File: src/rtl/pipeline_muldiv.sv
// Iterative multiply/divide unit with architectural HI/LO registers.
// Optional early-out multiply enabled by defining MULDIV_EARLY_OUT_EN.
module pipeline_muldiv #(
    parameter int XLEN      = 32,
    parameter int STEP_BITS = 1
) (
    input  logic            clk,
    input  logic            rst,
    input  logic            req_valid,
    output logic            req_ready,
    input  logic [2:0]      req_op,
    input  logic [XLEN-1:0] req_a,
    input  logic [XLEN-1:0] req_b,
    input  logic            cancel,
    output logic            busy,
    output logic            done,
    output logic [XLEN-1:0] hi_out,
    output logic [XLEN-1:0] lo_out,
    output logic            bad_op
);
    localparam int N  = XLEN / STEP_BITS;
    localparam int CW = (N > 1) ? $clog2(N) : 1;

    localparam logic [1:0] S_IDLE = 2'd0;
    localparam logic [1:0] S_RUN  = 2'd1;
    localparam logic [1:0] S_FIX  = 2'd2;

`ifdef MULDIV_EARLY_OUT_EN
    localparam bit EARLY_OUT = 1'b1;
`else
    localparam bit EARLY_OUT = 1'b0;
`endif

    logic [1:0]        state;
    logic [CW-1:0]     cnt;
    logic              is_div;
    logic              neg_q;
    logic              neg_r;
    logic [2*XLEN-1:0] acc;
    logic [2*XLEN-1:0] mcand;
    logic [XLEN-1:0]   opb;
    logic [XLEN-1:0]   hi_q;
    logic [XLEN-1:0]   lo_q;
    logic              done_q;
    logic              bad_q;

    logic              accept;
    logic              signed_op;
    logic              sgn_a;
    logic              sgn_b;
    logic [XLEN-1:0]   abs_a;
    logic [XLEN-1:0]   abs_b;

    assign req_ready = (state == S_IDLE) && !rst;
    assign accept    = req_valid && req_ready && !cancel;
    assign busy      = (state != S_IDLE);
    assign done      = done_q;
    assign bad_op    = bad_q;
    assign hi_out    = hi_q;
    assign lo_out    = lo_q;

    assign signed_op = (req_op == 3'd0) || (req_op == 3'd2);
    assign sgn_a     = signed_op && req_a[XLEN-1];
    assign sgn_b     = signed_op && req_b[XLEN-1];
    assign abs_a     = sgn_a ? -req_a : req_a;
    assign abs_b     = sgn_b ? -req_b : req_b;

    // One RUN edge: STEP_BITS shift-add or restoring-divide iterations.
    // For divide, acc holds {remainder, dividend/quotient}.
    logic [2*XLEN-1:0] acc_nx;
    logic [2*XLEN-1:0] mcand_nx;
    logic [XLEN-1:0]   opb_nx;
    logic [XLEN:0]     rem;
    logic [XLEN:0]     diff;

    always_comb begin
        acc_nx   = acc;
        mcand_nx = mcand;
        opb_nx   = opb;
        rem      = '0;
        diff     = '0;
        if (is_div) begin
            for (int i = 0; i < STEP_BITS; i++) begin
                rem    = {acc_nx[2*XLEN-1:XLEN], acc_nx[XLEN-1]};
                diff   = rem - {1'b0, opb};
                acc_nx = acc_nx << 1;
                if (rem >= {1'b0, opb}) begin
                    acc_nx[2*XLEN-1:XLEN] = diff[XLEN-1:0];
                    acc_nx[0]             = 1'b1;
                end
            end
        end else begin
            for (int i = 0; i < STEP_BITS; i++) begin
                if (opb_nx[0]) begin
                    acc_nx = acc_nx + mcand_nx;
                end
                mcand_nx = mcand_nx << 1;
                opb_nx   = opb_nx >> 1;
            end
        end
    end

    logic go_fix;
    assign go_fix = (cnt == '0) ||
                    (EARLY_OUT && !is_div && (opb_nx == '0));

    logic [2*XLEN-1:0] prod_fix;
    logic [XLEN-1:0]   q_fix;
    logic [XLEN-1:0]   r_fix;

    always_comb begin
        prod_fix = neg_q ? -acc : acc;
        q_fix    = neg_q ? -acc[XLEN-1:0] : acc[XLEN-1:0];
        r_fix    = neg_r ? -acc[2*XLEN-1:XLEN] : acc[2*XLEN-1:XLEN];
    end

    always_ff @(posedge clk) begin
        if (rst) begin
            state  <= S_IDLE;
            cnt    <= '0;
            is_div <= 1'b0;
            neg_q  <= 1'b0;
            neg_r  <= 1'b0;
            acc    <= '0;
            mcand  <= '0;
            opb    <= '0;
            hi_q   <= '0;
            lo_q   <= '0;
            done_q <= 1'b0;
            bad_q  <= 1'b0;
        end else begin
            done_q <= 1'b0;
            bad_q  <= 1'b0;
            case (state)
                S_IDLE: begin
                    if (accept) begin
                        case (req_op)
                            3'd0, 3'd1, 3'd2, 3'd3: begin
                                is_div <= req_op[1];
                                neg_q  <= sgn_a ^ sgn_b;
                                neg_r  <= sgn_a;
                                cnt    <= CW'(N - 1);
                                opb    <= abs_b;
                                state  <= S_RUN;
                                if (req_op[1]) begin
                                    acc   <= {{XLEN{1'b0}}, abs_a};
                                    mcand <= '0;
                                end else begin
                                    acc   <= '0;
                                    mcand <= {{XLEN{1'b0}}, abs_a};
                                end
                            end
                            3'd4:    hi_q  <= req_a;
                            3'd5:    lo_q  <= req_a;
                            default: bad_q <= 1'b1;
                        endcase
                    end
                end
                S_RUN: begin
                    if (cancel) begin
                        state <= S_IDLE;
                    end else begin
                        acc   <= acc_nx;
                        mcand <= mcand_nx;
                        opb   <= opb_nx;
                        cnt   <= cnt - 1'b1;
                        if (go_fix) begin
                            state <= S_FIX;
                        end
                    end
                end
                S_FIX: begin
                    state <= S_IDLE;
                    if (!cancel) begin
                        done_q <= 1'b1;
                        if (is_div) begin
                            hi_q <= r_fix;
                            lo_q <= q_fix;
                        end else begin
                            hi_q <= prod_fix[2*XLEN-1:XLEN];
                            lo_q <= prod_fix[XLEN-1:0];
                        end
                    end
                end
                default: state <= S_IDLE;
            endcase
        end
    end
endmodule
File: config.mk
export PLATFORM = sky130hd
export DESIGN_NAME = pipeline_muldiv
export DESIGN_NICKNAME = d
export VERILOG_FILES = /design/src/rtl/pipeline_muldiv.sv
export SDC_FILE = /design/constraint.sdc
export NUM_CORES = 1
export LEC_CHECK = 0
export ABC_CLOCK_PERIOD_IN_PS = 4550
export BUFFER_PORTS_ARGS = -buffer_cell sky130_fd_sc_hd__buf_2
export CAP_MARGIN = 20
export CELL_PAD_IN_SITES_DETAIL_PLACEMENT = 1
export CELL_PAD_IN_SITES_GLOBAL_PLACEMENT = 1
export CORE_MARGIN = 2
export CORE_UTILIZATION = 45
export CTS_CLUSTER_DIAMETER = 200
export CTS_CLUSTER_SIZE = 20
export DETAILED_ROUTE_END_ITERATION = 10
export PLACE_DENSITY_LB_ADDON = 0.15
export SYNTH_ARGS = -nofsm -noshare
export SYNTH_HDL_FRONTEND = slang
export SYNTH_SLANG_ARGS = --single-unit
File: constraint.sdc
create_clock -name clk -period 4.55 [get_ports clk]
set_input_delay 0.91 -clock clk [delete_from_list [all_inputs] [get_ports clk]]
set_output_delay 0.91 -clock clk [all_outputs]
set_load 0.01 [all_outputs]
==> metrics.md, run 1 <==
| Metric | Value |
|---|---|
| Leakage power | 8.12 nW |
| Syn Area/Cell | 7.28 um^2 |
| Most frequent cells in the layout | nor2_1, a21oi_1, nand2_1 |
| Most common cell after layout, fill and taps aside | nor2_1 |
| Starting DRT DRC Count | 1173 |
| Rel. slew slack | 0.242 |
| Unrepaired setup endpoints after global routing | no |
| PortBufs | 138 |
| Root Buffer | clkbuf_16 |
| Core area | 39800 um^2 |
| Crit path kind | reg -> reg |
| Cts hold-fix bufs | 0 |
| Clock Path Buffers | 3 |
| Hold Path Class | reg -> reg |
| R2r startpoint | acc[1] |
| Ports | 139 |
| Period utilization | 0.940 |
| Slew @ Worst Pin | 1.14 ns |
| Resized Gates After CTS | 0 |
| CP Capture Point | acc[63] |
| Critical path origin | acc[1] |
| Initial antenna violation count | 0 |
| Startpoint Class | flop |
| Per-cell routed wire length | 23.6 um |
| Clock Sinks | 236 |
| Largest net degree at the start of global routing | 201 |
| Final Hold Fails | 0 |
| Drt drc | 0 |
| Vias/cell | 6.29 |
| Maximum clock frequency | 0.234 GHz |
| Synth Net Count | 2675 |
| Total grt overflow | 0 |
| Status | finished, final reports clean |
| Total Routing Usage GR | 0.337 |
| Final-stage net count | 2731 |
| Initial Utilization | 0.457 |
| Mapped Area | 18200 um^2 |
| Row Count | 73 |
| Critical path arrival | 4.68 ns |
| Tot Pwr | 0.00469 W |
| Reg2Reg Depth | 12 |
| Die Width | 205 um |
| Hold path cells | 2 |
| Worst Setup End Kind | flop |
| R2R Setup Slk | 0.27 ns |
| Share of post-route cells with drive strength above 1 | 0.101 |
| Slew Viols, Final | 0 |
| Fin util | 0.500 |
| Total of max-cap violations | 0 |
| DR vias | 19400 |
| First-pass iteration count of the detailed router | 5 |
| Post-Route Skew | 0.0378 ns |
| Final setup viols | 0 |
| Routability Congestion | 0.977 |
| Die Span Y | 205 um |
| CTS tree | yes |
| Final setup TNS | 0 ns |
| Yosys cell types | 81 |
| Area Overhead vs Synth | 9.43% |
| Maximum vdd ir drop | 0.236 mV |
| Post-synth EDFFs | 0 |
| First-pass GRT wire length | 111000 um |
| Ys async rst share | 0 |
| Pwr dens | 236 nW/um^2 |
| Hpwl dp | 56200 um |
| CP Data Required Time | 4.96 ns |
| Top FF cell, synth | dfxtp_1 |
| H-tree depth | 1 |
| YS warnings | 0 |
| Seq/Total Area, Yosys | 0.260 |
| Post-CTS setup buffers | 0 |
| Clock slew at reported path FFs | 0.10 ns |
| Final min period | 4.28 ns |
| Final ANT Viol Nets | 0 |
| Detailed Route WL | 72600 um |
| Cells after synthesis | 2501 |
| Die area | 42100 um^2 |
| Worst skew pair latency | 0.54 ns |
| CP Max Fanout | 6 |
| Vias in the first global route | 19700 |
| Synthesized flop and latch total | 236 |
| CTS Buf Count | 15 |
| R2r endpoint | acc[63] |
## cell usage after synthesis (all sizes together), types with 11 or more instances
cell / n / area [um^2]
a211oi: 71 / 533
a21o: 56 / 420
a21oi: 278 / 1390
a22oi: 39 / 293
a31oi: 31 / 194
and3: 11 / 68.8
buf: 13 / 56.3
clkbuf: 147 / 552
dfxtp: 236 / 4720
ha: 101 / 1260
inv: 75 / 282
mux2i: 21 / 210
nand2: 237 / 892
nand2b: 18 / 113
nand3: 30 / 150
nand4: 27 / 169
nor2: 337 / 1260
nor2b: 12 / 75.1
nor3: 52 / 260
nor4: 23 / 174
o211ai: 46 / 345
o21a: 16 / 120
o21ai: 205 / 1030
o21bai: 21 / 158
o221ai: 26 / 228
o31ai: 23 / 186
o41ai: 14 / 141
or3: 20 / 130
or4: 15 / 124
xnor2: 119 / 1040
xor2: 80 / 701
## state kept, by name (all words and copies together) (netlist names)
register / cells
cnt: 5
acc: 64
mcand: 64
neg_r: 1
opb: 32
neg_q: 1
state: 2
is_div: 1
bad_op: 1
done: 1
hi_out: 32
lo_out: 32
## routing by layer
metal	vias up	track usage	share of wire
met5	-	0	0
met4	0	0.203	0.064
met3	196	0.0345	0.035
met2	469	0.616	0.51
met1	9604	0.375	0.39
li1	9142	-	-
## per-stage QoR
step                hold slack, ns  cell area (um^2)  setup WS (ns)  std cells
floorplan                    0.436             18200           1.13       2501
global placement             0.443             19500          0.637       3065
detailed placement           0.458             19500          0.514       3065
CTS                          0.472             19900          0.423       3083
global route                 0.500             19900         0.0565       3083
finish                       0.466             19900          0.274       3084
## cell families after synthesis
group,Yosys count,synth area share
buffers and inverters,235,0.0489
xor gates and xnor gates,199,0.0958
DFF,236,0.260
AOI/OAI and AO/OA,889,0.308
adders and majority gates,103,0.0716
and+or+nand+nor,814,0.202
muxes,25,0.0140
## final cells by class
class | count | area (um^2)
repair buffers | 199 | 1180
fillers | 5123 | 19900
well taps | 525 | 657
inverters | 75 | 282
clock buffers | 16 | 379
diodes | 1 | 2.50
flip-flops and latches | 236 | 4730
multi-input cells | 2030 | 12600
clock inverters | 2 | 38.8
## report_power, final
group,switching [W],internal (W)
combinational,0.000683,0.000385
sequential,0.0000571,0.00211
clock,0.000801,0.000660
## worst min path at each step
stage	startpoint	end
finish	opb[7]	opb[7]
global route	hi_out[16]	hi_out[16]
CTS	opb[7]	opb[7]
detailed placement	opb[7]	opb[7]
global placement	opb[7]	opb[7]
floorplan	opb[7]	opb[7]
## critical path: stages (launching register included)
cell and delay [ns]:
dfxtp_1 0.47, ha_1 0.30, a211oi_1 0.26, o21bai_1 0.11, buf_4 0.16, o2111a_1 0.28
o21ai_0 0.44, a31oi_1 0.30, o21ai_0 0.47, a31oi_1 0.26, o311ai_0 0.47, mux2_2 0.39
a211oi_1 0.24
Note: power is estimated with default switching activity, not from simulation.
==> inputs of run 2 (changes only) <==
Settings changed: CORE_MARGIN 2 to 1.5, GPL_TIMING_DRIVEN from default to 0, REMOVE_ABC_BUFFERS from default to 1.
==> run 2 against run 1 <==
Global-route usage decreased by 0.26 points. Count of clock-buffer cells in the layout is the same. Total power decreased by 0.26%. Non-clock buffer count shrank 40. Die area is 0.97% lower. Combinational power is essentially flat. Worst hold slack lost 0.0022 ns. Clock skew fell by 0.0057 ns. Fmax fell by 2.2%. Cell count decreased by 1.3%. Sequential share of layout area is 0.056 points lower. Highest routed layer unchanged.
==> metrics.md, run 2 (same netlist as run 1, synthesis figures left out) <==
| Metric | Value |
|---|---|
| Startpoint Class | flop |
| Combinational power share | 0.224 (-0.004) |
| Slew Viols, Final | 0 (unchanged) |
| Crit path kind | reg -> reg |
| Final ANT Viol Nets | 0 (unchanged) |
| DR vias | 19100 (-1.7%) |
| Slowest cell on crit path | a221oi_1 |
| CP Max Fanout | 5 (-1) |
| Detailed Route WL | 70200 um (-3.4%) |
| Reg2Reg Depth | 13 (+1) |
| Worst Setup End Kind | flop |
| Core area | 39800 um^2 (unchanged) |
| R2R Setup Slk | 0.18 ns (-0.09 ns) |
| Hold Path Class | reg -> reg |
| Die Span Y | 204 um (-0.49%) |
| Routed wire length on met2 | 34800 um (-5.2%) |
| First-pass iteration count of the detailed router | 7 (+2) |
| CTS tree | yes |
| Final-stage net count | 2693 (-1.4%) |
| Ports | 139 (unchanged) |
| Die Width | 204 um (-0.49%) |
| Initial Utilization | 0.457 (unchanged) |
| Clock Power Share | 0.313 (+0.002) |
| Sw Ratio | 0.325 (-0.00345) |
| Row Count | 73 (unchanged) |
| Most frequent cells in the layout | nor2_1, a21oi_1, nand2_1 |
| Final setup TNS | 0 ns (unchanged) |
| CTS Buf Count | 15 (unchanged) |
| CP dominant cell by count | o21ai_1 |
| Clock Path Buffers | 3 (unchanged) |
| Clock slew at reported path FFs | 0.09 ns (about the same) |
| Root Buffer | clkbuf_16 |
| R2r startpoint | acc[0] |
| Reg power frac | 0.463 (+0.002) |
| Worst Hold End | hi_out[18] |
| Crit path buf inv count | 0 (-1) |
| Starting DRT DRC Count | 1183 (+0.85%) |
| Slowest Stage Delay on Critical Path | 0.45 ns (-0.02 ns) |
| Metal3 WL | 3060 um (+19%) |
| Period utilization | 0.960 (+0.0207) |
| Placed insts | 3024 (-1.3%) |
| Largest net degree at the start of global routing | 125 (-38%) |
| M1 WL | 29500 um (+3.0%) |
| Non-Filler Instances | 3045 (-1.3%) |
| Initial antenna violation count | 0 (unchanged) |
| Worst skew pair latency | 0.53 ns (about the same) |
| Hpwl dp | 52900 um (-5.9%) |
| Share of post-route cells with drive strength above 1 | 0.0921 (-0.00919) |
| H-tree depth | 1 (unchanged) |
| Switching pwr | 0.00152 W (-1.3%) |
| Die area | 41700 um^2 (-0.97%) |
| Most common cell after layout, fill and taps aside | nor2_1 |
| Uppermost layer routed | met4 |
| Maximum clock frequency | 0.229 GHz (-2.2%) |
| Per-cell routed wire length | 23.1 um (-2.1%) |
| Post-DP Area | 19500 um^2 (about the same) |
| Final setup viols | 0 (unchanged) |
| Vias in the first global route | 19400 (-1.5%) |
| Vias/cell | 6.26 (-0.47%) |
| Min setup slack post-route | 0.180 ns (-0.0942 ns) |
| Status | finished, final reports clean |
| Leakage power | 8.03 nW (-1.1%) |
| Finished Cell Area | 20000 um^2 (+0.26%) |
| Inserted Diodes | 0 (-1) |
| Drt drc | 0 (unchanged) |
| Rel. slew slack | 0.261 (+0.0184) |
| CP cell instances | ha_1 -> fa_1 -> a21o_1 -> a221oi_1 -> o21ai_1 -> a211o_1 -> a31oi_2 -> o21ai_1 -> a21oi_1 -> o311a_1 -> a41o_1 -> xor2_1 -> o21ai_0 |
| Kind of cell adding the most delay to the critical path | compound AO/OA/AOI/OAI gates |
| Total grt overflow | 0 (unchanged) |
| Largest regs | acc: 64 flops, mcand: 64 flops |
| Area Overhead vs Synth | 9.72% |
| Unrepaired setup endpoints after global routing | no |
| PortBufs | 138 (unchanged) |
| Hold path cells | 2 (unchanged) |
| Slew @ Worst Pin | 1.10 ns (-0.0317 ns) |
| Pwr dens | 235 nW/um^2 (-0.52%) |
| Cts hold-fix bufs | 0 (unchanged) |
| Final Hold Fails | 0 (unchanged) |
| Routability Congestion | 0.934 (-4.4%) |
| Final min period | 4.37 ns (+0.0942 ns) |
| R2r endpoint | acc[58] |
| Pre-CTS setup slack | -1.11 ns (-1.62 ns) |
| Total Routing Usage GR | 0.334 (-0.00260) |
| Critical hold path startpoint | hi_out[18] |
| Total of max-cap violations | 0 (unchanged) |
| Int Pwr | 0.00316 W (+0.25%) |
| Post-Route Skew | 0.0321 ns (-0.00573 ns) |
| First-pass GRT wire length | 110000 um (-0.83%) |
| Clock Sinks | 236 (unchanged) |
| CP Data Required Time | 4.96 ns (about the same) |
| Critical path arrival | 4.78 ns (+0.10 ns) |
| Maximum vdd ir drop | 0.184 mV (-22%) |
==> run 2: cell types whose count changed in the layout (fill, tap and decap cells not counted), moves of 2 or more <==
cell,before,now
buf_4,59,1
buf_8,0,3
buf_16,0,10
nor2_1,335,333
nand2b_1,17,15
buf_12,2,7
==> run 2: worst reg2reg max path, stage by stage (launching register included) <==
cell,delay [ns]
dfxtp_1,0.36
ha_1,0.27
fa_1,0.43
a21o_1,0.23
a221oi_1,0.45
o21ai_1,0.25
a211o_1,0.40
a31oi_2,0.35
o21ai_1,0.30
a21oi_1,0.36
o311a_1,0.31
a41o_1,0.28
xor2_1,0.19
o21ai_0,0.09
==> run 2: area by class of cell <==
class                      instances  area, um^2
clock inverter                     2        38.8
inverter                          75         282
fill                            5041       19900
tap                              525         657
timing repair buffer             159        1160
clock buffer                      16         379
sequential                       236        4730
multi-input combinational       2032       12700
==> run 2: timing repair <==
item                       CTS  global route
hold endpoints to repair     0             0
gates resized for setup      4             4
cloned                       2             0
setup endpoints to repair   14             7
pin swaps                    0             0
setup buffers                1             0
==> run 2: worst max-delay path by stage <==
stage	from	to	slack (ns)	cells past startpoint
after floorplan	state[0]	acc[62]	-1.89	8
after global placement	state[0]	acc[62]	-7.95	9
after detailed placement	rst	acc[62]	-1.11	12
after CTS	acc[2]	hi_out[18]	0.08	11
after global routing	req_a[3]	mcand[31]	0.001	11
final	acc[0]	acc[58]	0.18	13
==> run 2: power groups by stage <==
stage | clock network, W | logic [W] | registers [W]
floorplan | 0 | 0.000661 | 0.00220
global placement | 0 | 0.000973 | 0.00222
detailed placement | 0 | 0.00103 | 0.00221
CTS | 0.00149 | 0.00104 | 0.00216
global route | 0.00155 | 0.00115 | 0.00217
finish | 0.00147 | 0.00105 | 0.00217
==> run 2: routing by layer <==
layer | vias up | global-route usage
met2 | 464 | 0.601
met4 | 0 | 0.128
met5 | - | 0
li1 | 9070 | -
met1 | 9420 | 0.412
met3 | 122 | 0.0274
==> run 2: through the flow <==
step                hold slack, ns  total power [W]  utilization
finish                       0.464          0.00468        0.501
global route                 0.499          0.00487        0.501
floorplan                    0.430          0.00286            -
global placement             0.442          0.00319        0.476
CTS                          0.467          0.00470        0.501
detailed placement           0.454          0.00325        0.490
==> inputs of run 3 (changes only) <==
Settings changed: ABC_CLOCK_PERIOD_IN_PS 4550 to 4300.
Clock period 4.55 ns to 4.3 ns, I/O delays scaled along.
==> run 3 against run 2 <==
Critical path depth unchanged. Register-to-register slack got worse by 0.04 ns. Worst setup slack lost 0.044 ns. Sequential cell count did not move. Count of clock-buffer cells in the layout stayed put. Total power is 6.4% higher. Core utilization rose by 0.16 points.
==> metrics.md, run 3 (same netlist as run 1, synthesis figures left out) <==
| Metric | Value |
|---|---|
| Routability Congestion | 0.934 (unchanged) |
| Starting DRT DRC Count | 1143 (-3.4%) |
| Area Overhead vs Synth | 10.1% |
| CP dominant cell by count | o21ai_1 |
| Slew @ Worst Pin | 1.09 ns (-0.0169 ns) |
| Post-Route Skew | 0.0322 ns (+0.000186 ns) |
| Maximum vdd ir drop | 0.196 mV (+6.6%) |
| Initial Utilization | 0.457 (unchanged) |
| Crit path buf inv count | 0 (unchanged) |
| CP Data Required Time | 4.77 ns (-0.19 ns) |
| Most common cell after layout, fill and taps aside | nor2_1 |
| Vias/cell | 6.29 (+0.42%) |
| Detailed Route WL | 70500 um (+0.46%) |
| Met1 usage | 0.412 (about the same) |
| Slowest Stage Delay on Critical Path | 0.58 ns (+0.13 ns) |
| Total of max-cap violations | 0 (unchanged) |
| Pwr dens | 249 nW/um^2 (+6.1%) |
| Rel. slew slack | 0.273 (+0.0123) |
| Final Hold Fails | 0 (unchanged) |
| Kind of cell adding the most delay to the critical path | compound AO/OA/AOI/OAI gates |
| PortBufs | 138 (unchanged) |
| CTS tree | yes |
| Initial antenna violation count | 0 (unchanged) |
| Status | finished, final reports clean |
| Maximum clock frequency | 0.240 GHz (+5.0%) |
| Area of the multi-input gates | 12800 um^2 (+0.31%) |
| Critical path arrival | 4.64 ns (-0.14 ns) |
| Final setup viols | 0 (unchanged) |
| Clock Sinks | 236 (unchanged) |
| Startpoint Class | flop |
| Leakage power | 8.05 nW (+0.30%) |
| First-pass GRT wire length | 110000 um (about the same) |
| Drt drc | 0 (unchanged) |
| Final-stage net count | 2697 (+0.15%) |
| Worst Setup End Kind | flop |
| Slew Viols, Final | 0 (unchanged) |
| Final ANT Viol Nets | 0 (unchanged) |
| Unrepaired setup endpoints after global routing | no |
| GRT Max-Usage Layer | met2 |
| GRT met3 Usage | 0.0274 (unchanged) |
| Share of post-route cells with drive strength above 1 | 0.0963 (+0.00421) |
| Die Width | 204 um (unchanged) |
| Slowest cell on crit path | o21ai_1 |
| CP cell instances | ha_1 -> fa_1 -> a21o_1 -> a221oi_2 -> o21ai_1 -> a211o_1 -> a31oi_2 -> o21ai_1 -> a21oi_2 -> o311a_1 -> a41o_1 -> or4_1 -> nand4_1 |
| Clock slew at reported path FFs | 0.09 ns (about the same) |
| Row Count | 73 (unchanged) |
| Root Buffer | clkbuf_16 |
| Cts hold-fix bufs | 0 (unchanged) |
| DR vias | 19200 (+0.58%) |
| Period utilization | 0.968 (+0.00790) |
| Die area | 41700 um^2 (unchanged) |
| Worst skew pair latency | 0.53 ns (about the same) |
| Largest regs | acc: 64 flops, mcand: 64 flops |
| Total Routing Usage GR | 0.335 (about the same) |
| Hold Worst Slack | 0.465 ns (+0.000932 ns) |
| Ports | 139 (unchanged) |
| Most frequent cells in the layout | nor2_1, a21oi_1, nand2_1 |
| Met2 Use GR | 0.601 (about the same) |
| First-pass iteration count of the detailed router | 5 (-2) |
| Fill cells | 5044 (+0.060%) |
| Final min period | 4.16 ns (-0.206 ns) |
| CP Max Fanout | 5 (unchanged) |
| Hold Path Class | reg -> reg |
| Die Span Y | 204 um (unchanged) |
| FF+latch area | 4730 um^2 (unchanged) |
| Finished Cell Area | 20000 um^2 (+0.33%) |
| Vias in the first global route | 19400 (+0.14%) |
| Per-cell routed wire length | 23.1 um (+0.30%) |
| CTS Buf Count | 15 (unchanged) |
| Total grt overflow | 0 (unchanged) |
| Hpwl dp | 52900 um (unchanged) |
| Clock Path Buffers | 3 (unchanged) |
| Largest net degree at the start of global routing | 125 (unchanged) |
| Crit path kind | reg -> reg |
| H-tree depth | 1 (unchanged) |
| Post-DP Area | 19500 um^2 (unchanged) |
| Core area | 39800 um^2 (unchanged) |
-- run 3: cell type report --
| type | instances | area share |
|---|---|---|
| antenna | 1 | 0.000125 |
| clock buffer | 16 | 0.0189 |
| clock inverter | 2 | 0.00194 |
| inverter | 75 | 0.0141 |
| multi-input combinational | 2033 | 0.637 |
| sequential | 236 | 0.236 |
| tap | 525 | 0.0328 |
| timing repair buffer | 162 | 0.0593 |
-- run 3: what timing repair did --
item | in CTS | in global routing
gates resized for setup | 9 | 7
setup buffers | 1 | 3
endpoints found under the setup margin | 26 | 22
pin swaps | 0 | 2
gates cloned | 2 | 1
-- run 3: worst min-delay path, stage by stage (launching register included) --
cell	delay, ns
dfxtp_1	0.32
nand2_1	0.05
a21oi_1	0.05
-- run 3: worst paths after layout --
check	startpoint	end	slack (ns)	depth (start not counted)
max	acc[0]	acc[62]	0.14	13
max reg2reg	acc[0]	acc[62]	0.14	13
min	hi_out[18]	hi_out[18]	0.46	2
min reg2reg	hi_out[18]	hi_out[18]	0.46	2
-- run 3: layer usage --
| metal | vias up | share of wire |
|---|---|---|
| met3 | 124 | 0.044 |
| met5 | - | 0 |
| met4 | 0 | 0.039 |
| li1 | 9092 | - |
| met2 | 501 | 0.50 |
| met1 | 9470 | 0.42 |
-- run 3: through the flow --
stage | setup slack (ns) | utilization | setup TNS, ns | power, W | cells
final | 0.136 | 0.503 | 0 | 0.00498 | 3050
after global routing | 0.0228 | 0.503 | 0 | 0.00518 | 3049
after CTS | 0.0155 | 0.502 | 0 | 0.00497 | 3045
after detailed placement | -1.31 | 0.490 | -19.81 | 0.00343 | 3024
after global placement | -8.20 | 0.476 | -1190.78 | 0.00337 | 3004
after floorplan | -2.14 | - | -215.92 | 0.00303 | 2341
-- run 3: power breakdown --
part           switching (W)  internal, W
Sequential         0.0000609      0.00223
Clock               0.000855     0.000698
Combinational       0.000713     0.000424
